### src/rtl/dual_port_ram_p.sv
// Simple dual-port RAM: one write port with byte-lane enables, one read port, single clock.
// A hardware sweep loads CLR_VAL into every word after reset; init_done reports the ports are live.
module dual_port_ram_p #(
  parameter int DATA_W   = 8,
  parameter int ADDR_W   = 4,
  parameter int DEPTH    = 16,
  parameter int OUT_REG  = 0,
  parameter int RDW_MODE = 0,
  parameter logic [DATA_W-1:0] CLR_VAL = '0
) (
  input  logic                   clk,
  input  logic                   rst_n,
  input  logic                   we,
  input  logic [ADDR_W-1:0]      wr_addr,
  input  logic [DATA_W/8-1:0]    be,
  input  logic [DATA_W-1:0]      din,
  input  logic                   re,
  input  logic [ADDR_W-1:0]      re_addr,
  output logic [DATA_W-1:0]      dout,
  output logic                   dout_valid,
  output logic                   oor_err,
  output logic                   init_done
);

  localparam int BE_W = DATA_W / 8;
  localparam logic [ADDR_W:0]   DEPTH_L = (ADDR_W+1)'(DEPTH);
  localparam logic [ADDR_W-1:0] LAST_A  = ADDR_W'(DEPTH - 1);

  typedef enum logic {ST_CLEAR, ST_READY} state_t;

  state_t              state_q, state_d;
  logic [ADDR_W-1:0]   clr_ptr_q, clr_ptr_d;
  logic [DATA_W-1:0]   mem [DEPTH];

  logic                mem_we;
  logic [ADDR_W-1:0]   mem_addr;
  logic [DATA_W-1:0]   mem_wdata;
  logic [BE_W-1:0]     mem_be;

  logic                ready, wr_in, re_in, wr_ok;
  logic                vld_p0, oor_p0;
  logic [DATA_W-1:0]   rd_data_p0;

  function automatic logic [DATA_W-1:0] lane_merge(input logic [DATA_W-1:0] old_w,
                                                   input logic [DATA_W-1:0] new_w,
                                                   input logic [BE_W-1:0]   mask);
    logic [DATA_W-1:0] r;
    r = old_w;
    for (int i = 0; i < BE_W; i++)
      if (mask[i]) r[8*i +: 8] = new_w[8*i +: 8];
    return r;
  endfunction

  assign ready = (state_q == ST_READY);
  assign wr_in = ({1'b0, wr_addr} < DEPTH_L);
  assign re_in = ({1'b0, re_addr} < DEPTH_L);
  assign wr_ok = ready & we & wr_in;

  // The clear sweep owns the write port until the last word is loaded
  always_comb begin
    state_d   = state_q;
    clr_ptr_d = clr_ptr_q;
    mem_we    = 1'b0;
    mem_addr  = wr_addr;
    mem_wdata = din;
    mem_be    = be;
    case (state_q)
      ST_CLEAR: begin
        mem_we    = 1'b1;
        mem_addr  = clr_ptr_q;
        mem_wdata = CLR_VAL;
        mem_be    = '1;
        clr_ptr_d = clr_ptr_q + ADDR_W'(1);
        if (clr_ptr_q == LAST_A) state_d = ST_READY;
      end
      ST_READY: mem_we = wr_ok;
      default:  state_d = ST_CLEAR;
    endcase
  end

  always_ff @(posedge clk) begin
    if (!rst_n) begin
      state_q   <= ST_CLEAR;
      clr_ptr_q <= '0;
      oor_err   <= 1'b0;
    end else begin
      state_q   <= state_d;
      clr_ptr_q <= clr_ptr_d;
      oor_err   <= oor_p0;
    end
  end

  assign init_done = ready;

  always_ff @(posedge clk) begin
    if (rst_n && mem_we)
      for (int i = 0; i < BE_W; i++)
        if (mem_be[i]) mem[mem_addr][8*i +: 8] <= mem_wdata[8*i +: 8];
  end

  // Stage p0: array lookup, out-of-range zeroing and read-during-write bypass
  assign vld_p0 = ready & re;
  assign oor_p0 = ready & ((we & ~wr_in) | (re & ~re_in));

  always_comb begin
    rd_data_p0 = '0;
    if (re_in) begin
      rd_data_p0 = mem[re_addr];
      if (RDW_MODE != 0 && wr_ok && wr_addr == re_addr)
        rd_data_p0 = lane_merge(mem[re_addr], din, be);
    end
  end

  generate
    if (OUT_REG == 0) begin : g_out_direct
      // Stage p1: read data lands on dout
      always_ff @(posedge clk) begin
        if (!rst_n) begin
          dout       <= '0;
          dout_valid <= 1'b0;
        end else begin
          dout_valid <= vld_p0;
          if (vld_p0) dout <= rd_data_p0;
        end
      end
    end else begin : g_out_reg
      logic              vld_p1;
      logic [DATA_W-1:0] rd_data_p1;

      // Stage p1: internal read register
      always_ff @(posedge clk) begin
        if (!rst_n) vld_p1 <= 1'b0;
        else        vld_p1 <= vld_p0;
      end

      always_ff @(posedge clk) begin
        if (vld_p0) rd_data_p1 <= rd_data_p0;
      end

      // Stage p2: output register; reset drops any read still in flight
      always_ff @(posedge clk) begin
        if (!rst_n) begin
          dout       <= '0;
          dout_valid <= 1'b0;
        end else begin
          dout_valid <= vld_p1;
          if (vld_p1) dout <= rd_data_p1;
        end
      end
    end
  endgenerate

endmodule

### config.mk
export PLATFORM = sky130hd
export DESIGN_NAME = dual_port_ram_p
export DESIGN_NICKNAME = d
export VERILOG_FILES = /design/src/rtl/dual_port_ram_p.sv
export SDC_FILE = /design/constraint.sdc
export NUM_CORES = 1
export LEC_CHECK = 0
export CAP_MARGIN = 20
export CORE_MARGIN = 3
export CORE_UTILIZATION = 45
export CTS_CLUSTER_SIZE = 8
export DETAILED_ROUTE_END_ITERATION = 8
export HOLD_SLACK_MARGIN = 0.06
export PLACE_DENSITY = 0.63
export SLEW_MARGIN = 20
export SYNTH_ARGS = -nofsm -noshare
export SYNTH_HDL_FRONTEND = slang
export SYNTH_SLANG_ARGS = --single-unit
### constraint.sdc
create_clock -name clk -period 2.23 [get_ports clk]
set_clock_uncertainty 0.05 [all_clocks]
set_input_delay 0.446 -clock clk [delete_from_list [all_inputs] [get_ports clk]]
set_output_delay 0.446 -clock clk [all_outputs]
set_load 0.02 [all_outputs]
=== Word-level counts from Yosys, hierarchy flattened ===
Memory sizes are Yosys's and may differ from the RTL's. A register that Yosys moved wholly into a read port is not among the register bits.
Index checks and enable logic that the tools add are counted.
Widths: inputs -> output; s select.

* Word-level logic and storage cells: 20
* Memories: 1
* Bits in writable memories: 128
* Bits in registers: 6

{| class="wikitable"
|+ Memory list
! name !! depth !! bits a word !! rd ports !! clocked after Yosys merged registers in !! write ports !! line !! source
|-
| mem || 16 || 8 || 1 || 1 || 1 || 33 || <nowiki>logic [DATA_W-1:0] mem [DEPTH];</nowiki>
|}

* Muxes and demuxes: 9
* Reduce and logical (&&, ||, !) cells: 2
* Add/sub/neg operators: 1
* Equality and inequality tests: 1
* Bitwise logic cells: 3

{| class="wikitable"
|+ Operator list
! cell !! number
|-
| $mux 8 || 1
|-
| $mux 1 || 6
|-
| $add 4x1->4 const B || 1
|-
| $eq 4x4->1 const B || 1
|-
| $mux 4 || 1
|-
| $and 1x1->1 || 2
|-
| $pmux 1 s2 || 1
|-
| $logic_and 1x1->1 || 1
|-
| $logic_not 1->1 || 1
|-
| $not 1->1 || 1
|}

=== Depth between registers and ports, before layout ===
Gate-level depths: netlist of run 1.

* Depth after elaboration: 5
* Mapped depth: 7

=== Least setup slack after synthesis of run 1 ===
No wires, ideal clock.

* Kind: flip-flop to flip-flop
* Start: reg state_q (netlist: init_done)
* End: mem mem[5][0], enable pin
* Cell stages (with the launch flop): 6
* Data required time: 1.810 ns
* Buffers on the path: 1
* Path slack: 0.119 ns
* Data arrival time: 1.691 ns
* Setup time: 0.370 ns
* Path through: dfxtp_1 -> clkbuf_1 -> and4b_1 -> o21ai_0 -> or2_2 -> nor2_1

* Word-level cells in the longest chain between the ends: 5

{| class="wikitable"
|+ RTL lines
! element !! line !! source
|-
| start, declared || 31 || <nowiki>state_t state_q, state_d;</nowiki>
|-
| start signal, assigned || 87 || <nowiki>state_q <= state_d;</nowiki>
|-
| $and 1x1->1 / $not 1->1 (equally long branches) || n/a ||
|-
| $pmux 1 s2 || 67 || <nowiki>case (state_q)</nowiki>
|-
| $logic_and 1x1->1 || 96 || <nowiki>if (rst_n && mem_we)</nowiki>
|-
| $mux 1 || 96 ||
|-
| $mux 1 (not written as such) || 98 || <nowiki>if (mem_be[i]) mem[mem_addr][8*i +: 8] <= mem_wdata[8*i +: 8];</nowiki>
|-
| end, declared || 33 ||
|}

Parallel ways exist; a longest one is shown, timed or not.

=== Worst setup path after layout of run 1 ===
* Start: reg state_q (netlist: init_done)
* End: mem mem[2][2], enable pin

Same word-level chain as after synthesis.

==> reports/results.txt, run 1 <==
fraction of layout instances using a drive strength above 1: 0.249
destination of the worst register-to-register timing path: mem[2][2]
count of endpoints failing setup in the final report: 0
first-pass GRT wire length: 17.8 mm
area of the multi-input gates: 1410 µm²
clock-pin slew on the worst setup and hold paths: 0.06 ns
r2r worst-path depth: 4
global-route usage over all layers: 0.175
average detailed-routed wire length per instance: 21.1 µm
number of optimization iterations in the first detailed-route pass: 5
Final Hold Vio Count: 0
final weighted congestion in routability-driven placement: 0.761
Slew @ Worst Pin: 0.895 ns
top achievable clock speed: 482 MHz
data required time of the critical path: 2.21 ns
post-synth net total: 318
number of remaining DRC errors: 0
total I/O pin count: 32
largest fanout on the critical path: 13
category of the worst setup path capture point: flip-flop
initial antenna violation count: 0
post-synthesis instance area: 5650 µm²
share of the synthesized area in the top cell type: 0.681
number of distinct library cells after synthesis: 41
Primary FF master, synth: sky130_fd_sc_hd__edfxtp_1
run status: finished clean
CP Class: reg -> reg
root cell of the clock tree: sky130_fd_sc_hd__clkbuf_16
pwr/cell area: 862 nW/µm²
hold-fix buffers at CTS: 0
register bit total from synthesis: 142
half-perimeter wire length after placement: 7.39 mm
worst hold slack across all endpoints: 0.434 ns
number of maximum-capacitance violations: 0
die width: 118 µm
die area: 13900 µm²
dominant cell by count in the synthesized netlist: sky130_fd_sc_hd__edfxtp_1
static power due to leakage: 2.46 nW
largest area contributor in the synthesized netlist: sky130_fd_sc_hd__edfxtp_1
final period utilization: 0.929
setup slack on the worst flop-to-flop path: 0.16 ns
top cell types by occurrence after synthesis: sky130_fd_sc_hd__edfxtp_1 (128), sky130_fd_sc_hd__mux4_2 (22), sky130_fd_sc_hd__nor2_1 (21)
detail-routed via count per cell: 5.39
clock tree from TritonCTS: built
largest voltage drop on the vdd net: 0.477 mV
global-route track usage on met1: 0.231
number of buffers added on ports: 30
Critical Path Start Type: flip-flop
fillcell total: 903
met2 routing resource usage after global routing: 0.282
Endpoint, Worst Hold: dout[4]
maximum level of the CTS H-tree: 4
area occupied by registers: 4120 µm²
clock latency reported for the late side of the worst-skew pair: 0.40 ns
site row count: 40
mean cell area of the mapped netlist: 19.1 µm²
overall die height: 118 µm
number of global-route vias before repair: 3097
sequential share of the synthesized area: 0.730
top cells by area in the synthesized netlist: sky130_fd_sc_hd__edfxtp_1 (68%), sky130_fd_sc_hd__mux4_2 (8.8%), sky130_fd_sc_hd__dfxtp_1 (5.0%)
count of antenna-violating nets left after detailed routing: 0
tightest slew margin relative to the limit: 0.401
worst flop-to-flop path startpoint: init_done
PnR Total Power: 5.99 mW
hold crit path type: reg -> reg
detailed-route via count: 2916
GR Layer Usage met3: 0.0519
number of CTS-inserted buffers: 17
pin count of the biggest net entering global routing: 21
RSZ-0062 raised after global routing: false
ANT cells: 0
Warnings, synthesis: 0
number of pins exceeding their max-slew limit in the final report: 0
gr busiest metal: met2
number of buffers on the longest clock path: 2
Post-Synthesis Cells: 296
violation count after the first detailed-routing iteration: 279
number of nets in the final layout: 382
buffers inserted during post-CTS setup optimization: 0
EDFF count, synth: 128
global route overflow: 0
final period demand of the worst path: 2.07 ns
clock net sink count: 142
core area: 12200 µm²
startpoint of the lowest-slack hold path: dout[4]
Initial Util: 0.464
synthesis-to-finish area growth: 22.9%
worst hold path depth: 2
final wirelength: 11.4 mm
share of flip-flops with an asynchronous set or reset after synthesis: 0
data arrival time of the worst path: 2.05 ns
-- stage by stage --
step	util	instances	setup WS (ns)	setup TNS (ns)	area [µm²]
3_5_place_dp	0.522	509	-0.282	-7.39	6340
2_1_floorplan	-	296	0.119	0	5650
6_report	0.571	541	0.157	0	6940
3_3_place_gp	0.522	509	-0.210	-5.69	6340
5_1_grt	0.571	541	0.0310	0	6940
4_1_cts	0.571	541	0.123	0	6940
-- kinds of logic (layout without fill, tap and decap cells) --
| group | Yosys count | count (layout) | share of synthesized area |
|---|---|---|---|
| AO/OA/AOI/OAI | 27 | 27 | 0.0319 |
| XOR/XNOR | 2 | 2 | 0.00310 |
| adder cells (fa/ha/maj) | 1 | 1 | 0.00222 |
| buffers and inverters | 18 | 95 | 0.0199 |
| flip-flops | 142 | 142 | 0.730 |
| multiplexers | 50 | 50 | 0.162 |
| other | 1 | 1 | 0.000664 |
| AND/OR/NAND/NOR | 55 | 55 | 0.0496 |
-- where the power goes --
part	internal, mW	total (mW)	switching [mW]
Sequential	2.90	2.91	0.0136
Combinational	0.146	0.270	0.124
Clock	1.81	2.81	1.00
-- cell usage in the layout (no fill, tap or decap), types with 2 or more instances in the layout --
master                            count
sky130_fd_sc_hd__a21oi_1              2
sky130_fd_sc_hd__a22oi_1              7
sky130_fd_sc_hd__a31oi_1              2
sky130_fd_sc_hd__and2_1              13
sky130_fd_sc_hd__buf_12               5
sky130_fd_sc_hd__buf_4               26
sky130_fd_sc_hd__bufinv_16            3
sky130_fd_sc_hd__clkbuf_16           17
sky130_fd_sc_hd__clkbuf_8             2
sky130_fd_sc_hd__clkdlybuf4s50_1     28
sky130_fd_sc_hd__clkinv_2             5
sky130_fd_sc_hd__clkinv_4             2
sky130_fd_sc_hd__dfxtp_1             14
sky130_fd_sc_hd__edfxtp_1           128
sky130_fd_sc_hd__inv_1                2
sky130_fd_sc_hd__mux2_2               8
sky130_fd_sc_hd__mux2i_1             12
sky130_fd_sc_hd__mux4_1               8
sky130_fd_sc_hd__mux4_2              22
sky130_fd_sc_hd__nand2_1              6
sky130_fd_sc_hd__nand2b_1             3
sky130_fd_sc_hd__nand3_1              2
sky130_fd_sc_hd__nor2_1              21
sky130_fd_sc_hd__nor2b_1              3
sky130_fd_sc_hd__o211ai_1             2
sky130_fd_sc_hd__o21ai_0              2
sky130_fd_sc_hd__o21ai_1              6
sky130_fd_sc_hd__xnor2_1              2
-- routing by layer --
metal	vias up	wire length [µm]
met4	0	135
met1	1496	4940
met5	-	0
met3	16	658
met2	86	5690
li1	1318	-
-- worst max-delay path, stage by stage (launching register included) --
cell and delay [ns]:
sky130_fd_sc_hd__dfxtp_1 0.35, sky130_fd_sc_hd__buf_4 0.19, sky130_fd_sc_hd__a21oi_1 0.17, sky130_fd_sc_hd__o211ai_1 0.20
sky130_fd_sc_hd__nor2_1 0.73
-- area by class of cell --
class,instances,share of cell area
Inverter,2,0.00108
Clock inverter,12,0.0207
Clock buffer,20,0.0658
Tap cell,168,0.0303
Multi-Input combinational cell,136,0.203
Timing Repair Buffer,61,0.0849
Sequential cell,142,0.594
-- how the worst max path moves through the flow --
stage | depth (start not counted) | to | slack [ns] | start
floorplan | 5 | mem[5][0] | 0.12 | init_done
global placement | 4 | mem[2][3] | -0.21 | wr_addr[3]
detailed placement | 4 | mem[2][2] | -0.28 | wr_addr[3]
CTS | 4 | mem[2][3] | 0.12 | init_done
global route | 4 | mem[2][4] | 0.03 | init_done
finish | 4 | mem[2][2] | 0.16 | init_done
-- timing repair --
action                                 CTS  global route
gates resized for setup                  1             0
endpoints found under the hold margin    0             0
setup endpoints to repair                1             0
-- state kept, by name, indices dropped and copies added (netlist names) --
| name | count |
|---|---|
| clr_ptr_q | 4 |
| mem | 128 |
| dout | 8 |
| dout_valid | 1 |
| init_done | 1 |
Note: power is estimated with default switching activity, not from simulation.
==> inputs of run 2 (changes only) <==
--- a/config.mk
+++ b/config.mk
@@ -11,7 +11,6 @@
 export CTS_CLUSTER_SIZE = 8
 export DETAILED_ROUTE_END_ITERATION = 8
 export HOLD_SLACK_MARGIN = 0.06
-export PLACE_DENSITY = 0.63
 export SLEW_MARGIN = 20
 export SYNTH_ARGS = -nofsm -noshare
 export SYNTH_HDL_FRONTEND = slang
==> run 2 against run 1 <==
Power grew 0.70%; register-to-register slack gained 0.16 ns; setup slack gained 0.045 ns; first-iteration DRC count grew 11%; clock power grew 1%; sequential share of layout area shrank 0.29 points; critical path type is now reg -> out; critical endpoint is now init_done; largest power group unchanged.
==> reports/results.txt, run 2 (synthesis gave the netlist of run 1 again) <==
run status: finished clean
largest fanout on the critical path: 9 (-4)
average detailed-routed wire length per instance: 20.2 µm (-4.2%)
count of endpoints failing setup in the final report: 0 (unchanged)
category of the worst setup path capture point: primary output
final period demand of the worst path: 2.03 ns (-0.0450 ns)
leading cell types in the layout, fill and taps excluded: sky130_fd_sc_hd__edfxtp_1 (128), sky130_fd_sc_hd__buf_4 (32), sky130_fd_sc_hd__clkdlybuf4s50_1 (29)
worst flop-to-flop path startpoint: init_done
global route overflow: 0 (unchanged)
switching component of the power: 1.15 mW (+1.1%)
post-placement cell area: 6370 µm² (+0.39%)
static power due to leakage: 2.49 nW (+1.1%)
startpoint of the lowest-slack hold path: dout[4]
initial antenna violation count: 0 (unchanged)
number of non-filler instances in the completed layout: 546 (+0.92%)
Flop pwr share: 0.482 (-0.004)
Fin Setup TNS: 0 ns (unchanged)
cell with the largest stage delay on the worst path: sky130_fd_sc_hd__clkdlybuf4s50_1
series of cell instances along the critical path: clkdlybuf4s50_1
global-route usage over all layers: 0.172 (-0.00269)
fillcell total: 915 (+1.3%)
detailed-route via count: 2854 (-2.1%)
buffers inserted during post-CTS setup optimization: 0 (unchanged)
number of optimization iterations in the first detailed-route pass: 4 (-1)
first-pass GRT wire length: 17.4 mm (-2.2%)
data arrival time of the worst path: 1.53 ns (-0.52 ns)
overall die height: 118 µm (unchanged)
core area: 12200 µm² (unchanged)
proportion of power drawn by the clock network: 0.473 (+0.004)
RSZ-0062 raised after global routing: false
Worst Path Buf+Inv: 1 (unchanged)
hold-fix buffers at CTS: 0 (unchanged)
Initial Util: 0.464 (unchanged)
largest voltage drop on the vdd net: 0.374 mV (-22%)
CP Class: reg -> out
count of antenna-violating nets left after detailed routing: 0 (unchanged)
Reg with most FFs: mem
Final Hold Vio Count: 0 (unchanged)
PnR Total Power: 6.03 mW (+0.70%)
number of cells upsized or downsized after cts: 0 (-1)
pin count of the biggest net entering global routing: 23 (+9.5%)
largest registers in the final layout: mem (128), dout (8), clr_ptr_q (4)
Critical Path Start Type: flip-flop
fraction of layout instances using a drive strength above 1: 0.265 (+0.0152)
Slew @ Worst Pin: 0.595 ns (-0.300 ns)
# placed instances: 514 (+0.98%)
beginning of the critical path: init_done
share of total power in combinational logic: 0.045 (about the same)
number of nets in the final layout: 387 (+1.3%)
tightest slew margin relative to the limit: 0.603 (+0.202)
clock latency reported for the late side of the worst-skew pair: 0.41 ns (about the same)
most common library cell in the layout ignoring fill and taps: sky130_fd_sc_hd__edfxtp_1
final period utilization: 0.909 (-0.0202)
ANT cells: 0 (unchanged)
die area: 13900 µm² (unchanged)
number of buffers on the longest clock path: 2 (unchanged)
final wirelength: 11.1 mm (-3.3%)
root cell of the clock tree: sky130_fd_sc_hd__clkbuf_16
total I/O pin count: 32 (unchanged)
number of global-route vias before repair: 3079 (-0.58%)
violation count after the first detailed-routing iteration: 311 (+11%)
pwr/cell area: 864 nW/µm² (+0.21%)
number of buffers added on ports: 30 (unchanged)
top achievable clock speed: 493 MHz (+2.2%)
number of pins exceeding their max-slew limit in the final report: 0 (unchanged)
synthesis-to-finish area growth: 23.5%
data required time of the critical path: 1.73 ns (-0.48 ns)
net switching share of the total power: 0.191 (+0.000803)
Util after Layout: 0.574 (+0.00278)
half-perimeter wire length after placement: 7.32 mm (-1.0%)
site row count: 40 (unchanged)
largest stage delay on the critical path: 0.66 ns (-0.07 ns)
internal power: 4.88 mW (+0.60%)
clock tree from TritonCTS: built
setup slack on the worst flop-to-flop path: 0.32 ns (+0.16 ns)
number of maximum-capacitance violations: 0 (unchanged)
die width: 118 µm (unchanged)
maximum level of the CTS H-tree: 4 (unchanged)
hold crit path type: reg -> reg
number of remaining DRC errors: 0 (unchanged)
flip-flop count of the largest register after layout: 128 (unchanged)
clock-pin slew on the worst setup and hold paths: 0.06 ns (about the same)
Design Area, Final: 6980 µm² (+0.49%)
crit-path leading delay family: buffers and inverters
number of CTS-inserted buffers: 17 (unchanged)
final weighted congestion in routability-driven placement: 0.816 (+7.2%)
clock net sink count: 142 (unchanged)
detail-routed via count per cell: 5.23 (-3.0%)
-- run 2: power groups by stage --
stage | Sequential (mW) | Clock, mW | Combinational (mW)
after floorplan | 2.96 | 0 | 0.168
after global placement | 2.96 | 0 | 0.272
after detailed placement | 2.96 | 0 | 0.275
after CTS | 2.91 | 2.90 | 0.276
after global routing | 2.91 | 3.02 | 0.293
final | 2.91 | 2.85 | 0.271
-- run 2: final cells by class --
type / count / area [µm²] / area share
tap: 168 / 210 / 0.0301
sequential: 142 / 4120 / 0.591
multi-input combinational: 136 / 1410 / 0.202
inverter: 2 / 7.51 / 0.00108
timing repair buffer: 66 / 616 / 0.0883
clock inverter: 12 / 141 / 0.0203
clock buffer: 20 / 467 / 0.0669
-- run 2: stage by stage --
stage          hold slack, ns  setup slack [ns]
2_1_floorplan           0.485             0.119
3_3_place_gp            0.434            -0.201
3_5_place_dp            0.439            -0.205
4_1_cts                 0.445             0.176
5_1_grt                 0.470             0.108
6_report                0.436             0.202
-- run 2: layer usage --
layer  wire length, µm  vias to the layer above  share of wire  GRT usage
li1                  -                     1327              -          -
met1              4820                     1435           0.44      0.221
met2              5460                       80           0.49      0.275
met3               631                       12          0.057     0.0548
met4               143                        0          0.013     0.0659
met5                 0                        -              0          0
-- run 2: path summary, 6_finish.rpt --
kind | endpoint | cells past startpoint
worst min register to register | dout[4] | 2
worst min-delay path | dout[4] | 2
worst max register to register | mem[4][4] | 6
worst max-delay path | init_done | 1
==> inputs of run 3 (changes only) <==
--- a/config.mk
+++ b/config.mk
@@ -7,10 +7,11 @@
 export LEC_CHECK = 0
 export CAP_MARGIN = 20
 export CORE_MARGIN = 3
-export CORE_UTILIZATION = 45
+export CORE_UTILIZATION = 59
 export CTS_CLUSTER_SIZE = 8
 export DETAILED_ROUTE_END_ITERATION = 8
 export HOLD_SLACK_MARGIN = 0.06
+export PLACE_DENSITY = 0.79
 export SLEW_MARGIN = 20
 export SYNTH_ARGS = -nofsm -noshare
 export SYNTH_HDL_FRONTEND = slang
==> run 3 against run 2 <==
Sequential power about the same; setup slack got worse by 0.098 ns; die area is 23% lower; global-route usage grew 6.6 points; sequential share of layout area increased by 0.94 points; largest cell class unchanged; largest power group unchanged.
==> reports/results.txt, run 3 (synthesis gave the netlist of run 1 again) <==
number of buffers added on ports: 30 (unchanged)
category of the worst setup path capture point: primary output
flip-flop count of the largest register after layout: 128 (unchanged)
hold-fix buffers at CTS: 0 (unchanged)
detail-routed via count per cell: 6.05 (+16%)
top achievable clock speed: 470 MHz (-4.6%)
initial antenna violation count: 0 (unchanged)
total I/O pin count: 32 (unchanged)
data arrival time of the worst path: 1.63 ns (+0.10 ns)
final period demand of the worst path: 2.13 ns (+0.0982 ns)
largest registers in the final layout: mem (128), dout (8), clr_ptr_q (4)
ANT cells: 0 (unchanged)
hold crit path type: reg -> reg
root cell of the clock tree: sky130_fd_sc_hd__clkbuf_8
run status: finished clean
die width: 104 µm (-12%)
first-pass GRT wire length: 18.4 mm (+5.6%)
fraction of layout instances using a drive strength above 1: 0.248 (-0.0166)
half-perimeter wire length after placement: 7.30 mm (-0.19%)
Critical path destination: init_done
r2r worst-path depth: 4 (-2)
Util after Layout: 0.740 (+0.166)
global route overflow: 0 (unchanged)
largest fanout on the critical path: 20 (+11)
worst flop-to-flop path startpoint: init_done
number of nets in the final layout: 380 (-1.8%)
violation count after the first detailed-routing iteration: 262 (-16%)
static power due to leakage: 2.44 nW (-2.2%)
clock latency reported for the late side of the worst-skew pair: 0.52 ns (+0.11 ns)
Critical Path Start Type: flip-flop
clock tree from TritonCTS: built
pwr/cell area: 884 nW/µm² (+2.3%)
number of optimization iterations in the first detailed-route pass: 5 (+1)
data required time of the critical path: 1.73 ns (about the same)
site row count: 35 (-13%)
number of global-route vias before repair: 3175 (+3.1%)
most common library cell in the layout ignoring fill and taps: sky130_fd_sc_hd__edfxtp_1
tightest slew margin relative to the limit: 0.498 (-0.106)
clock net sink count: 142 (unchanged)
count of endpoints failing setup in the final report: 0 (unchanged)
number of CTS-inserted buffers: 17 (unchanged)
number of remaining DRC errors: 0 (unchanged)
setup slack on the worst flop-to-flop path: 0.13 ns (-0.19 ns)
beginning of the critical path: init_done
leading cell types in the layout, fill and taps excluded: sky130_fd_sc_hd__edfxtp_1 (128), sky130_fd_sc_hd__clkdlybuf4s50_1 (28), sky130_fd_sc_hd__buf_4 (26)
maximum level of the CTS H-tree: 4 (unchanged)
number of maximum-capacitance violations: 0 (unchanged)
CP Class: reg -> out
RSZ-0062 raised after global routing: false
final wirelength: 12.0 mm (+8.2%)
detailed-route via count: 3023 (+5.9%)
buffers inserted during post-CTS setup optimization: 0 (unchanged)
number of buffers on the longest clock path: 2 (unchanged)
die area: 10800 µm² (-23%)
pin count of the biggest net entering global routing: 21 (-8.7%)
final period utilization: 0.953 (+0.0440)
largest voltage drop on the vdd net: 0.553 mV (+48%)
startpoint of the lowest-slack hold path: dout[4]
global-route usage over all layers: 0.238 (+0.0660)
overall die height: 104 µm (-12%)
count of antenna-violating nets left after detailed routing: 0 (unchanged)
Final Hold Vio Count: 0 (unchanged)
average detailed-routed wire length per instance: 23.9 µm (+18%)
Slew @ Worst Pin: 0.750 ns (+0.156 ns)
Initial Util: 0.608 (+0.144)
# placed instances: 468 (-8.9%)
number of pins exceeding their max-slew limit in the final report: 0 (unchanged)
synthesis-to-finish area growth: 21.6%
final weighted congestion in routability-driven placement: 0.767 (-6.0%)
core area: 9280 µm² (-24%)
clock-pin slew on the worst setup and hold paths: 0.06 ns (about the same)
fillcell total: 546 (-40%)
destination of the worst register-to-register timing path: mem[2][7]
number of non-filler instances in the completed layout: 500 (-8.4%)
Reg with most FFs: mem
[run 3: layout make-up]
type                            instances  area [µm²]  share of cell area
Clock buffer                           18         418              0.0609
Sequential cell                       142        4120               0.601
Timing Repair Buffer                   59         549              0.0800
Clock inverter                         14         191              0.0279
Multi-Input combinational cell        136        1420               0.206
Inverter                                2        7.51             0.00109
Tap cell                              129         161              0.0235
[run 3: worst min-delay path by stage]
stage                     cells after the start      end
final                                         2  dout[4]
after global routing                          2  dout[4]
after CTS                                     2  dout[4]
after detailed placement                      2  dout[4]
after global placement                        2  dout[4]
after floorplan                               2  dout[4]
[run 3: worst max-delay path, cell delays in order, from the launching register on]
cell and delay, ns:
sky130_fd_sc_hd__dfxtp_1 0.47, sky130_fd_sc_hd__buf_4 0.27, sky130_fd_sc_hd__dlygate4sd2_1 0.36
[run 3: power breakdown]
part,switching [mW],internal (mW)
clock,1.07,1.82
sequential,0.0150,2.90
combinational,0.123,0.147
[run 3: per-stage QoR]
step | hold slack, ns | setup TNS (ns) | instance area [µm²] | setup slack (ns) | total power, mW
finish | 0.408 | 0 | 6870 | 0.104 | 6.07
global route | 0.452 | 0 | 6870 | 0.00646 | 6.24
CTS | 0.414 | 0 | 6860 | 0.0704 | 6.10
detailed placement | 0.400 | -10.92 | 6250 | -0.260 | 3.23
global placement | 0.385 | -3.66 | 6250 | -0.205 | 3.22
floorplan | 0.485 | 0 | 5650 | 0.119 | 3.13
[run 3: timing repair]
item	in CTS	in global routing
setup endpoints to repair	1	8
pin swaps	0	0
gates resized for setup	1	2
[run 3: per-layer routing]
layer,wire length (µm),track usage,share of wire
met3,732,0.0567,0.061
met1,4870,0.313,0.41
met4,284,0.103,0.024
met5,0,0,0
met2,6070,0.385,0.51
